<file path="config.mk">
export PLATFORM = sky130hd
export DESIGN_NAME = bit_serial_adder_flat
export DESIGN_NICKNAME = d
export VERILOG_FILES = /design/src/rtl/bit_serial_adder_if.sv /design/src/rtl/bit_serial_adder.sv /design/src/flat_wrapper.sv
export SDC_FILE = /design/constraint.sdc
export NUM_CORES = 1
export LEC_CHECK = 0
export BUFFER_PORTS_ARGS = -buffer_cell sky130_fd_sc_hd__buf_2
export CORE_ASPECT_RATIO = 0.6
export CORE_MARGIN = 2
export CORE_UTILIZATION = 60
export CTS_BUF_LIST = sky130_fd_sc_hd__clkbuf_8
export CTS_CLUSTER_DIAMETER = 30
export DETAILED_ROUTE_END_ITERATION = 7
export PLACE_DENSITY = 0.85
export SETUP_SLACK_MARGIN = 0.02
export SLEW_MARGIN = 20
export SYNTH_ARGS = -nofsm -noshare
export SYNTH_HDL_FRONTEND = slang
export SYNTH_SLANG_ARGS = --single-unit
</file>
<file path="constraint.sdc">
create_clock -name clk -period 3.4 [get_ports clk]
set_clock_uncertainty 0.1 [all_clocks]
set_input_delay 0 -clock clk [delete_from_list [all_inputs] [get_ports clk]]
set_output_delay 0 -clock clk [all_outputs]
set_load 0.02 [all_outputs]
</file>
<file path="src/rtl/bit_serial_adder_if.sv">
// bit_serial_adder_if: operand/result handshake bundle; overflow exists only with BIT_SERIAL_ADDER_OVF_EN.
interface bit_serial_adder_if #(parameter int WIDTH = 8);
    logic             in_valid;
    logic             in_ready;
    logic [WIDTH-1:0] a;
    logic [WIDTH-1:0] b;
    logic             out_valid;
    logic             out_ready;
    logic [WIDTH-1:0] sum;
    logic             carry_out;
`ifdef BIT_SERIAL_ADDER_OVF_EN
    logic             overflow;
    modport master (output in_valid, a, b, out_ready, input in_ready, out_valid, sum, carry_out, overflow);
    modport slave  (input in_valid, a, b, out_ready, output in_ready, out_valid, sum, carry_out, overflow);
`else
    modport master (output in_valid, a, b, out_ready, input in_ready, out_valid, sum, carry_out);
    modport slave  (input in_valid, a, b, out_ready, output in_ready, out_valid, sum, carry_out);
`endif
endinterface

</file>
<file path="src/rtl/bit_serial_adder.sv">
// bit_serial_adder: LSB-first serial adder, one bit per clock; BIT_SERIAL_ADDER_OVF_EN adds signed overflow.
module bit_serial_adder #(
    parameter int WIDTH = 8
) (
    input logic               clk,
    input logic               rst,
    bit_serial_adder_if.slave bus
);
    localparam int CW = $clog2(WIDTH + 1);
    typedef enum logic [1:0] {IDLE, RUN, DONE} state_t;
    state_t           state_q, state_d;
    logic [WIDTH-1:0] a_sh_q, a_sh_d, b_sh_q, b_sh_d, res_q, res_d, sum_q, sum_d;
    logic [CW-1:0]    cnt_q, cnt_d;
    logic             c_q, c_d, co_q, co_d, s, c_nxt, last;
`ifdef BIT_SERIAL_ADDER_OVF_EN
    logic             ovf_q, ovf_d;
`endif
    always_comb begin
        s       = a_sh_q[0] ^ b_sh_q[0] ^ c_q;
        c_nxt   = (a_sh_q[0] & b_sh_q[0]) | (c_q & (a_sh_q[0] ^ b_sh_q[0]));
        last    = cnt_q == CW'(WIDTH - 1);
        state_d = state_q;
        a_sh_d  = a_sh_q;
        b_sh_d  = b_sh_q;
        res_d   = res_q;
        sum_d   = sum_q;
        cnt_d   = cnt_q;
        c_d     = c_q;
        co_d    = co_q;
`ifdef BIT_SERIAL_ADDER_OVF_EN
        ovf_d   = ovf_q;
`endif
        if (state_q == IDLE && bus.in_valid) begin
            a_sh_d  = bus.a;
            b_sh_d  = bus.b;
            cnt_d   = '0;
            c_d     = 1'b0;
            state_d = RUN;
        end
        if (state_q == RUN) begin
            a_sh_d = a_sh_q >> 1;
            b_sh_d = b_sh_q >> 1;
            res_d  = {s, res_q[WIDTH-1:1]};
            cnt_d  = cnt_q + 1'b1;
            c_d    = c_nxt;
            if (last) begin
                sum_d   = {s, res_q[WIDTH-1:1]};
                co_d    = c_nxt;
`ifdef BIT_SERIAL_ADDER_OVF_EN
                // c_q is the carry into the MSB on this final edge
                ovf_d   = c_q ^ c_nxt;
`endif
                state_d = DONE;
            end
        end
        if (state_q == DONE && bus.out_ready) state_d = IDLE;
    end
    always_ff @(posedge clk) begin
        if (rst) begin
            state_q <= IDLE;
            a_sh_q  <= '0;
            b_sh_q  <= '0;
            res_q   <= '0;
            sum_q   <= '0;
            cnt_q   <= '0;
            c_q     <= 1'b0;
            co_q    <= 1'b0;
`ifdef BIT_SERIAL_ADDER_OVF_EN
            ovf_q   <= 1'b0;
`endif
        end else begin
            state_q <= state_d;
            a_sh_q  <= a_sh_d;
            b_sh_q  <= b_sh_d;
            res_q   <= res_d;
            sum_q   <= sum_d;
            cnt_q   <= cnt_d;
            c_q     <= c_d;
            co_q    <= co_d;
`ifdef BIT_SERIAL_ADDER_OVF_EN
            ovf_q   <= ovf_d;
`endif
        end
    end
    assign bus.in_ready  = state_q == IDLE;
    assign bus.out_valid = state_q == DONE;
    assign bus.sum       = sum_q;
    assign bus.carry_out = co_q;
`ifdef BIT_SERIAL_ADDER_OVF_EN
    assign bus.overflow  = ovf_q;
`endif
endmodule

</file>
<file path="src/flat_wrapper.sv">
// flat-port wrapper written by rule: the top's interface ports become plain ports
module bit_serial_adder_flat 
#(
    parameter int WIDTH = 8
)
  (clk, rst, bus_in_valid, bus_a, bus_b, bus_out_ready, bus_in_ready, bus_out_valid, bus_sum, bus_carry_out);
  bit_serial_adder_if #(.WIDTH(WIDTH)) bus_i ();
  input logic clk;
  input logic rst;
  input wire logic [$bits(bus_i.in_valid)-1:0] bus_in_valid;
  input wire logic [$bits(bus_i.a)-1:0] bus_a;
  input wire logic [$bits(bus_i.b)-1:0] bus_b;
  input wire logic [$bits(bus_i.out_ready)-1:0] bus_out_ready;
  output wire logic [$bits(bus_i.in_ready)-1:0] bus_in_ready;
  output wire logic [$bits(bus_i.out_valid)-1:0] bus_out_valid;
  output wire logic [$bits(bus_i.sum)-1:0] bus_sum;
  output wire logic [$bits(bus_i.carry_out)-1:0] bus_carry_out;
  assign bus_i.in_valid = bus_in_valid;
  assign bus_i.a = bus_a;
  assign bus_i.b = bus_b;
  assign bus_i.out_ready = bus_out_ready;
  assign bus_in_ready = bus_i.in_ready;
  assign bus_out_valid = bus_i.out_valid;
  assign bus_sum = bus_i.sum;
  assign bus_carry_out = bus_i.carry_out;
  bit_serial_adder #(.WIDTH(WIDTH)) u_core (.clk(clk), .rst(rst), .bus(bus_i));
endmodule
</file>
==> run metrics, run 1 <==
status completed; Core ar. 2850 sq um; CTS tree built; share of cells above drive strength 1 0.256; cell taking the most area after synthesis dfxtp_1; final hold vios 0; pwr dens 419 nW/um^2; Bufs on Longest Clock Path 2; drt total wl 3530 um; Total Power 899 uW; maximum VDD drop 0.319 mV; via count of the first global-routing pass 1316; RSZ-0062 raised after global routing false; Slew Limit Fails 0; number of buffers and inverters on the critical path 0; source of the worst register-to-register timing path u_core.state_q[0]; vias per cell 5.28; cell with the most instances after synthesis dfxtp_1; first-pass GRT wire length 5750 um; FMAX 0.485 GHz; I/O Pins 31; hold wc startpoint rst; Tot GR Track Use 0.228; largest net degree at the start of global routing 49; GPL Wtd Cong between 0.7 and 0.8; pre-CTS WS approximately 1300 ps; Post-CTS Setup Inserts 0; Worst-Margin Slew ~1000 ps; DR WL/cell 12.8 um; main area contributors after synthesis dfxtp_1 43%, a211oi_2 7.0%, nand2_1 6.3%, nand2b_1 6.3%, mux2i_1 5.6%; area grow syn2layout 19.3%; final setup margin 1340 ps; hold slack 192 ps; unique cell type count in the Yosys netlist 29; post-synth top area share 0.435; cells after synthesis 193; Worst Reg-to-Reg Cells 3; CP max FO 24; Detail Placement HPWL 2240 um; Die Wd 74.6 um; post-route ant nets 0; Commonest cells post-synth 39 x dfxtp_1, 30 x nand2_1, 21 x nor2_1; crit end category flop; FP Rows 15; effective utilization at floorplan 0.630; Synth async-reset ratio 0; Syn Std Cell Area around 1800 sq um; critical path cell sequence nand2b_4 -> nor3_2 -> mux2i_1; die area 3460 sq um; Setup crit start u_core.state_q[0]; DR vias around 1500; total gr overflow 0; Worst EP arrival 2180 ps; cell area after layout 2140 sq um; Critical Path Start Type flop; relative slew slack 0.345; Leak 0.852 nW; clk_lat worst skew 290 ps; max cap viols 0; ANT cells 0; register clock-pin slew on the reported worst setup and hold paths around 70 ps; DRT Pass-1 Iters 4; CP delay by family, top simple AND/OR/NAND/NOR gates; Clock Sinks 39; Seq. cell area roughly 800 sq um; CP Data Required Time 3520 ps; Setup Viol. Count Final 0; hold-critical path endpoint u_core.c_q; Die Y 46.4 um; total clock buffers created by CTS 5; # fillers 210; root buffer cell clkbuf_8; initial antenna violation count 0; EDFF count, synth 0; Synth Flop Type dfxtp_1; warnings from Yosys 0; post-route minimum period ~2100 ps; reg2reg setup slack 1340 ps; drt initial violations 76; Setup TNS 0 ps; Critical-path top delay cell nor3_2; reg2reg end u_core.bus.sum[5]; post-synth net total ~220; Avg Inst Size Synth 9.31 sq um; # DRC 0; Hold/Removal Path Class input port to flop; layout net count 255; Final Cycle Share 0.606; area of the multi-input gates 891 sq um; htree depth 2; synthesized flop and latch total 39; worst setup path class flop to flop; Largest stage delay, worst path between 800 and 900 ps; placed inst area 1880 sq um; # port buffers 30; hold depth 2; cts repair resizes 0; sequential area share after synthesis 0.435
through the flow:
step / utilization / instances
after global placement: 0.660 / 250
after floorplan: - / 193
after detailed placement: 0.660 / 250
after global routing: 0.751 / 276
after CTS: 0.751 / 276
final: 0.751 / 276
flip-flops by register name, summed over array words and instances, names as in the netlist:
signal / count
u_core.a_sh_q: 8
u_core.b_sh_q: 8
u_core.bus.sum: 8
u_core.res_q: 7
u_core.cnt_q: 4
u_core.state_q: 2
u_core.bus.carry_out: 1
u_core.c_q: 1
metal layers:
layer | share of wire | track usage | wire length, um | vias up
met4 | 0.017 | 0.0964 | 59 | 0
met5 | 0 | 0 | 0 | -
li1 | - | - | - | 733
met3 | 0.059 | 0.0525 | 207 | 7
met1 | 0.46 | 0.282 | 1640 | 675
met2 | 0.46 | 0.391 | 1630 | 42
logic make-up (layout without fill, tap and decap cells):
family,Yosys count,count (layout),synth area share
adders and majority gates,2,2,0.0181
AOI/OAI and AO/OA,47,47,0.213
and+or+nand+nor,78,78,0.209
muxes,10,10,0.0557
DFF,39,39,0.435
buffers and inverters,17,58,0.0696
what timing repair did:
item,CTS,global route
hold buffers,18,0
endpoints found under the hold margin,18,0
setup endpoints to repair,0,0
cell usage in the layout (no fill, tap or decap):
cell type       n
dfxtp_1        39
nand2_1        30
buf_2          30
nor2_1         21
nand2b_1       18
dlygate4sd3_1  18
a21oi_1        16
mux2i_1        10
a211oi_2       10
a21oi_2         8
clkbuf_8        5
inv_1           4
a22oi_1         4
a211oi_1        4
o21ba_2         2
nor3_1          2
nand3_1         2
o21bai_2        1
nor2b_4         1
nand2b_4        1
nor3_2          1
nor3b_1         1
o211a_1         1
or3_1           1
a31oi_1         1
fa_1            1
ha_1            1
clkinv_2        1
how the worst max path moves through the flow:
stage	to	cells past startpoint
3_5_place_dp	u_core.bus.sum[5]	3
3_3_place_gp	u_core.bus.sum[2]	3
5_1_grt	u_core.bus.sum[7]	3
6_report	u_core.bus.sum[5]	3
2_1_floorplan	u_core.bus.carry_out	5
4_1_cts	u_core.bus.sum[5]	3
worst register-to-register path: stages, from the launching register on:
cell      delay (ps)
dfxtp_1          520
nand2b_4         240
nor3_2           850
mux2i_1          280
report_power, final:
group | internal [mW] | leakage [nW] | switching, mW
registers | 0.477 | 0.319 | 0.0151
clock network | 0.138 | 0.0505 | 0.149
logic | 0.0561 | 0.482 | 0.0641
total | 0.670 | 0.852 | 0.228
area by class of cell:
class,count,share of cell area
clock buffer,5,0.0321
timing repair buffer,48,0.154
sequential,39,0.364
inverter,2,0.00350
clock inverter,3,0.00584
tap,42,0.0245
multi-input combinational,137,0.416
No activity file was read; power rests on OpenSTA's default activity.
==> run 2, diff against run 1 <==
--- a/config.mk
+++ b/config.mk
@@ -8,11 +8,11 @@
 export BUFFER_PORTS_ARGS = -buffer_cell sky130_fd_sc_hd__buf_2
 export CORE_ASPECT_RATIO = 0.6
 export CORE_MARGIN = 2
-export CORE_UTILIZATION = 60
+export CORE_UTILIZATION = 57
 export CTS_BUF_LIST = sky130_fd_sc_hd__clkbuf_8
 export CTS_CLUSTER_DIAMETER = 30
 export DETAILED_ROUTE_END_ITERATION = 7
-export PLACE_DENSITY = 0.85
+export PLACE_DENSITY = 0.81
 export SETUP_SLACK_MARGIN = 0.02
 export SLEW_MARGIN = 20
 export SYNTH_ARGS = -nofsm -noshare
==> constraint.sdc (replaced) <==
create_clock -name clk -period 2 [get_ports clk]
set_clock_uncertainty 0.1 [all_clocks]
set_input_delay 0 -clock clk [delete_from_list [all_inputs] [get_ports clk]]
set_output_delay 0 -clock clk [all_outputs]
set_load 0.02 [all_outputs]
==> run 2 against run 1 <==
Against the previous run:
- register-to-register slack worse by 1100 ps
- flip-flop and latch count unchanged
- fmax up 14%
- via count down 0.69%
- critical endpoint is now u_core.a_sh_q[4]
- sequential share of layout area down 0.48 points
- cell count up 0.72%
- global-route usage down 1.4 points
- sequential power up 70%
- first-iteration DRC count up 50%
- largest cell class unchanged
==> run metrics, run 2 (synthesis gave the netlist of run 1 again) <==
status completed (unchanged); CP Data Required Time 2100 ps (was 3520 ps); FMAX 0.555 GHz (was 0.485 GHz); Core ar. 2930 sq um (was 2850 sq um); Bufs on Longest Clock Path 2 (unchanged); largest net degree at the start of global routing 39 (was 49); final cell count without fillers 278 (was 276); reg2reg setup slack 200 ps (was 1340 ps); placed inst area 1900 sq um (was 1880 sq um); worst setup path class flop to flop (unchanged); post-route ant nets 0 (unchanged); total gr overflow 0 (unchanged); Inst Count DP 253 (was 250); most common cell after layout, fill and taps aside dfxtp_1 (unchanged); hold depth 2 (unchanged); FP Rows 15 (unchanged); clk_lat worst skew 280 ps (was 290 ps); Critical Path Start Type flop (unchanged); CP max FO 20 (was 24); Final Cycle Share 0.901 (was 0.606); Detail Placement HPWL 2260 um (was 2240 um); Die Wd 76.5 um (was 74.6 um); effective utilization at floorplan 0.614 (was 0.630); RSZ-0062 raised after global routing false (unchanged); Setup TNS 0 ps (unchanged); Clock Sinks 39 (unchanged); most frequent cells in the layout 39 x dfxtp_1, 30 x nand2_1, 30 x buf_2 (unchanged); max cap viols 0 (unchanged); layout net count 258 (was 255); Worst Reg-to-Reg Cells 3 (unchanged); vias per cell 5.21 (was 5.28); root buffer cell clkbuf_8 (unchanged); DRT Pass-1 Iters 4 (unchanged); Worst-Margin Slew 978 ps (was 977 ps); crit end category flop (unchanged); total clock buffers created by CTS 5 (unchanged); hold wc startpoint rst (unchanged); cell area after layout 2170 sq um (was 2140 sq um); Worst EP arrival 1900 ps (was 2180 ps); Hold/Removal Path Class input port to flop (unchanged); final setup margin 199 ps (was 1340 ps); GPL Wtd Cong 0.768 (was 0.792); # DRC 0 (unchanged); Total Power 1.57 mW (was 899 uW); via count of the first global-routing pass 1320 (was 1316); Slew Limit Fails 0 (unchanged); Post-CTS Setup Inserts 0 (unchanged); final hold vios 0 (unchanged); drt total wl 3580 um (was 3530 um); pre-CTS WS 222 ps (was 1330 ps); source of the worst register-to-register timing path u_core.state_q[0] (unchanged); I/O Pins 31 (unchanged); register clock-pin slew on the reported worst setup and hold paths 70 ps (about the same); Setup Viol. Count Final 0 (unchanged); Tot GR Track Use 0.214 (was 0.228); Die Y 47.5 um (was 46.4 um); # port buffers 30 (unchanged); maximum VDD drop 0.457 mV (was 0.319 mV); ANT cells 0 (unchanged); htree depth 2 (unchanged); Leak 0.863 nW (was 0.852 nW); area grow syn2layout 20.9% (was 19.3%); drt initial violations 114 (was 76); die area 3630 sq um (was 3460 sq um); share of cells above drive strength 1 0.271 (was 0.256); pwr dens 722 nW/um^2 (was 419 nW/um^2); initial antenna violation count 0 (unchanged); post-route minimum period 1800 ps (was 2060 ps); CTS tree built (unchanged); reg2reg end u_core.a_sh_q[4] (was u_core.bus.sum[5]); relative slew slack 0.347 (was 0.345); DR vias 1447 (was 1457); first-pass GRT wire length 5990 um (was 5750 um); DR WL/cell 12.9 um (was 12.8 um); hold-critical path endpoint u_core.c_q (unchanged)
-- run 2: worst max-delay path, stage by stage, from the launching register on --
cell and delay, ps:
dfxtp_1 410, o21bai_2 820, a21oi_1 130, a211oi_2 260
-- run 2: timing repair --
item                                    4_1_cts  5_1_grt
endpoints found under the setup margin        0        0
hold endpoints to repair                     18        0
gates resized for setup                       0        0
hold buffers                                 18        0
-- run 2: how the worst max path moves through the flow --
stage                 startpoint              endpoint  slack, ps
4_1_cts        u_core.state_q[0]      u_core.a_sh_q[1]        210
3_5_place_dp   u_core.state_q[0]      u_core.a_sh_q[1]        220
6_report       u_core.state_q[0]      u_core.a_sh_q[4]        200
2_1_floorplan    u_core.cnt_q[0]  u_core.bus.carry_out        750
3_3_place_gp   u_core.state_q[0]      u_core.a_sh_q[5]        320
5_1_grt        u_core.state_q[0]      u_core.a_sh_q[4]         30
-- run 2: per-stage QoR --
step,util,hold WS (ps)
5_1_grt,0.742,159
3_5_place_dp,0.650,152
4_1_cts,0.742,99.0
2_1_floorplan,-,41.0
6_report,0.742,109
3_3_place_gp,0.650,147
-- run 2: power by group --
group	switching [mW]	internal [mW]
combinational	0.112	0.0982
sequential	0.0261	0.810
clock	0.252	0.270
-- run 2: layout make-up --
cell class	count	area [sq um]
inverters	2	7.51
multi-input cells	137	891
fillers	228	756
clock inverters	1	5.00
clock buffers	6	82.6
repair buffers	51	353
well taps	42	52.6
flip-flops and latches	39	781
-- run 2: routing by layer --
metal  part of all wire  GRT usage
met1               0.48      0.269
met2               0.48      0.373
met4             0.0039     0.0836
met3              0.044     0.0547
met5                  0          0
==> run 3, diff against run 2 <==
--- a/config.mk
+++ b/config.mk
@@ -8,11 +8,11 @@
 export BUFFER_PORTS_ARGS = -buffer_cell sky130_fd_sc_hd__buf_2
 export CORE_ASPECT_RATIO = 0.6
 export CORE_MARGIN = 2
-export CORE_UTILIZATION = 57
+export CORE_UTILIZATION = 52
 export CTS_BUF_LIST = sky130_fd_sc_hd__clkbuf_8
 export CTS_CLUSTER_DIAMETER = 30
 export DETAILED_ROUTE_END_ITERATION = 7
-export PLACE_DENSITY = 0.81
+export PLACE_DENSITY = 0.78
 export SETUP_SLACK_MARGIN = 0.02
 export SLEW_MARGIN = 20
 export SYNTH_ARGS = -nofsm -noshare
==> constraint.sdc (replaced) <==
create_clock -name clk -period 1.5 [get_ports clk]
set_clock_uncertainty 0.1 [all_clocks]
set_input_delay 0 -clock clk [delete_from_list [all_inputs] [get_ports clk]]
set_output_delay 0 -clock clk [all_outputs]
set_load 0.02 [all_outputs]
==> run 3 against run 2 <==
Against the previous run:
- largest cell class unchanged
- non-clock buffer count is 4 higher
- global-route usage is 2.8 points lower
- setup slack worse by 55 ps
- design area is 4.6% higher
- fmax is 33% higher
- combinational power is 44% higher
- die area is 8.9% higher
- register-to-register slack worse by 50 ps
==> run metrics, run 3 (synthesis gave the netlist of run 1 again) <==
# fillers 265 (was 228); Setup Viol. Count Final 0 (unchanged); Tot GR Track Use 0.186 (was 0.214); Worst-Margin Slew 552 ps (was 978 ps); GPL Wtd Cong 0.753 (was 0.768); Largest stage delay, worst path 370 ps (was 820 ps); FMAX 0.738 GHz (was 0.555 GHz); total gr overflow 0 (unchanged); DR vias 1422 (was 1447); worst setup path class flop to flop (unchanged); hold wc startpoint rst (unchanged); area grow syn2layout 26.4% (was 20.9%); largest net degree at the start of global routing 35 (was 39); total clock buffers created by CTS 5 (unchanged); Post-Route Utilization 0.692 (was 0.742); DR WL/cell 11.8 um (was 12.9 um); Leak 0.907 nW (was 0.863 nW); clk_lat worst skew 280 ps (about the same); post-route minimum period 1360 ps (was 1800 ps); reg2reg end u_core.bus.sum[7] (was u_core.a_sh_q[4]); Final Cycle Share 0.904 (was 0.901); final hold vios 0 (unchanged); Setup crit start u_core.cnt_q[0] (was u_core.state_q[0]); via count of the first global-routing pass 1346 (was 1320); drt initial violations 79 (was 114); root buffer cell clkbuf_8 (unchanged); cell area after layout 2270 sq um (was 2170 sq um); Setup TNS 0 ps (unchanged); CP max FO 11 (was 20); Worst EP arrival 1470 ps (was 1900 ps); DRT Pass-1 Iters 4 (unchanged); relative slew slack 0.632 (was 0.347); number of buffers and inverters on the critical path 1 (was 0); vias per cell 4.97 (was 5.21); htree depth 2 (unchanged); Worst Reg-to-Reg Cells 5 (was 3); initial antenna violation count 0 (unchanged); first-pass GRT wire length 5770 um (was 5990 um); Critical-path top delay cell dfxtp_1 (was o21bai_2); Bufs on Longest Clock Path 2 (unchanged); Die Wd 79.9 um (was 76.5 um); RSZ-0062 raised after global routing false (unchanged); final setup margin 144 ps (was 199 ps); status completed (unchanged); crit end category flop (unchanged); # DRC 0 (unchanged); pre-CTS WS 51.9 ps (was 222 ps); hold depth 2 (unchanged); Slew Limit Fails 0 (unchanged); # port buffers 30 (unchanged); max cap viols 0 (unchanged); ANT cells 0 (unchanged); Critical Path Start Type flop (unchanged); source of the worst register-to-register timing path u_core.cnt_q[0] (was u_core.state_q[0]); I/O Pins 31 (unchanged); drt total wl 3360 um (was 3580 um); reg2reg setup slack 140 ps (was 200 ps); pwr dens 954 nW/um^2 (was 722 nW/um^2); die area 3960 sq um (was 3630 sq um); effective utilization at floorplan 0.547 (was 0.614); Die Y 49.5 um (was 47.5 um); register clock-pin slew on the reported worst setup and hold paths 70 ps (about the same); CTS tree built (unchanged); hold-critical path endpoint u_core.c_q (unchanged); CP delay by family, top flip-flops (was compound AO/OA/AOI/OAI gates); share of cells above drive strength 1 0.290 (was 0.271); Hold/Removal Path Class input port to flop (unchanged); Core ar. 3280 sq um (was 2930 sq um); Detail Placement HPWL 2180 um (was 2260 um); placed inst area 1990 sq um (was 1900 sq um); most frequent cells in the layout 37 x dfxtp_1, 30 x nand2_1, 30 x buf_2 (was 39 x dfxtp_1, 30 x nand2_1, 30 x buf_2); CP Data Required Time 1610 ps (was 2100 ps); Clock Sinks 39 (unchanged); post-route ant nets 0 (unchanged); layout net count 262 (was 258); most common cell after layout, fill and taps aside dfxtp_1 (unchanged); maximum VDD drop 0.456 mV (was 0.457 mV); FP Rows 16 (was 15); critical path cell sequence ha_1 -> nand2_1 -> nor3_2 -> buf_12 -> mux2i_1 (was o21bai_2 -> a21oi_1 -> a211oi_2)
==> run 3: changes by cell type in the layout (fill, tap and decap cells not counted) <==
cell,before,now
inv_1,2,3
clkinv_2,1,0
clkbuf_8,6,7
dfxtp_2,0,2
buf_12,0,4
dfxtp_1,39,37
==> run 3: metrics by stage <==
step	std cells	hold slack (ps)	power, mW
2_1_floorplan	193	41.0	1.34
3_3_place_gp	260	147	1.40
3_5_place_dp	260	151	1.40
4_1_cts	286	81.8	2.19
5_1_grt	286	114	2.27
6_report	286	92.4	2.17
==> run 3: worst register-to-register path: cells and delay by family (launching register included) <==
kind                     cells  cell delay [ps]
adder cells (fa/ha/maj)      1              200
multiplexers                 1              190
AND/OR/NAND/NOR              2              240
flip-flops                   1              370
buffers and inverters        1              180
==> run 3: area by class of cell <==
class / instances / area, sq um / area share
multi-input cells: 137 / 891 / 0.392
repair buffers: 55 / 433 / 0.191
well taps: 45 / 56.3 / 0.0248
flip-flops and latches: 39 / 783 / 0.345
inverters: 2 / 7.51 / 0.00331
clock buffers: 7 / 96.3 / 0.0424
clock inverters: 1 / 3.75 / 0.00165
==> run 3: where the power goes <==
group          leakage [nW]  internal, mW  switching [mW]
Sequential            0.319          1.08          0.0322
Clock                0.0557         0.413           0.339
Combinational         0.532         0.153           0.150
==> run 3: per-layer routing <==
metal | global-route usage | share of wire
met3 | 0.0513 | 0.038
met2 | 0.294 | 0.43
met5 | 0 | 0
met1 | 0.241 | 0.52
met4 | 0.0763 | 0.0080
==> run 3: worst max-delay path by stage <==
stage	end	slack [ps]	cells after the start
finish	u_core.bus.sum[7]	140	5
global route	u_core.bus.sum[3]	30	5
CTS	u_core.a_sh_q[0]	30	4
detailed placement	u_core.a_sh_q[2]	50	4
global placement	u_core.a_sh_q[1]	110	4
floorplan	u_core.bus.carry_out	250	5
==> run 3: repair_timing <==
item | 4_1_cts | 5_1_grt
gates resized for setup | 0 | 2
buffers inserted | 0 | 0
hold endpoints to repair | 18 | 0
endpoints found under the setup margin | 0 | 21
hold buffers | 18 | 0
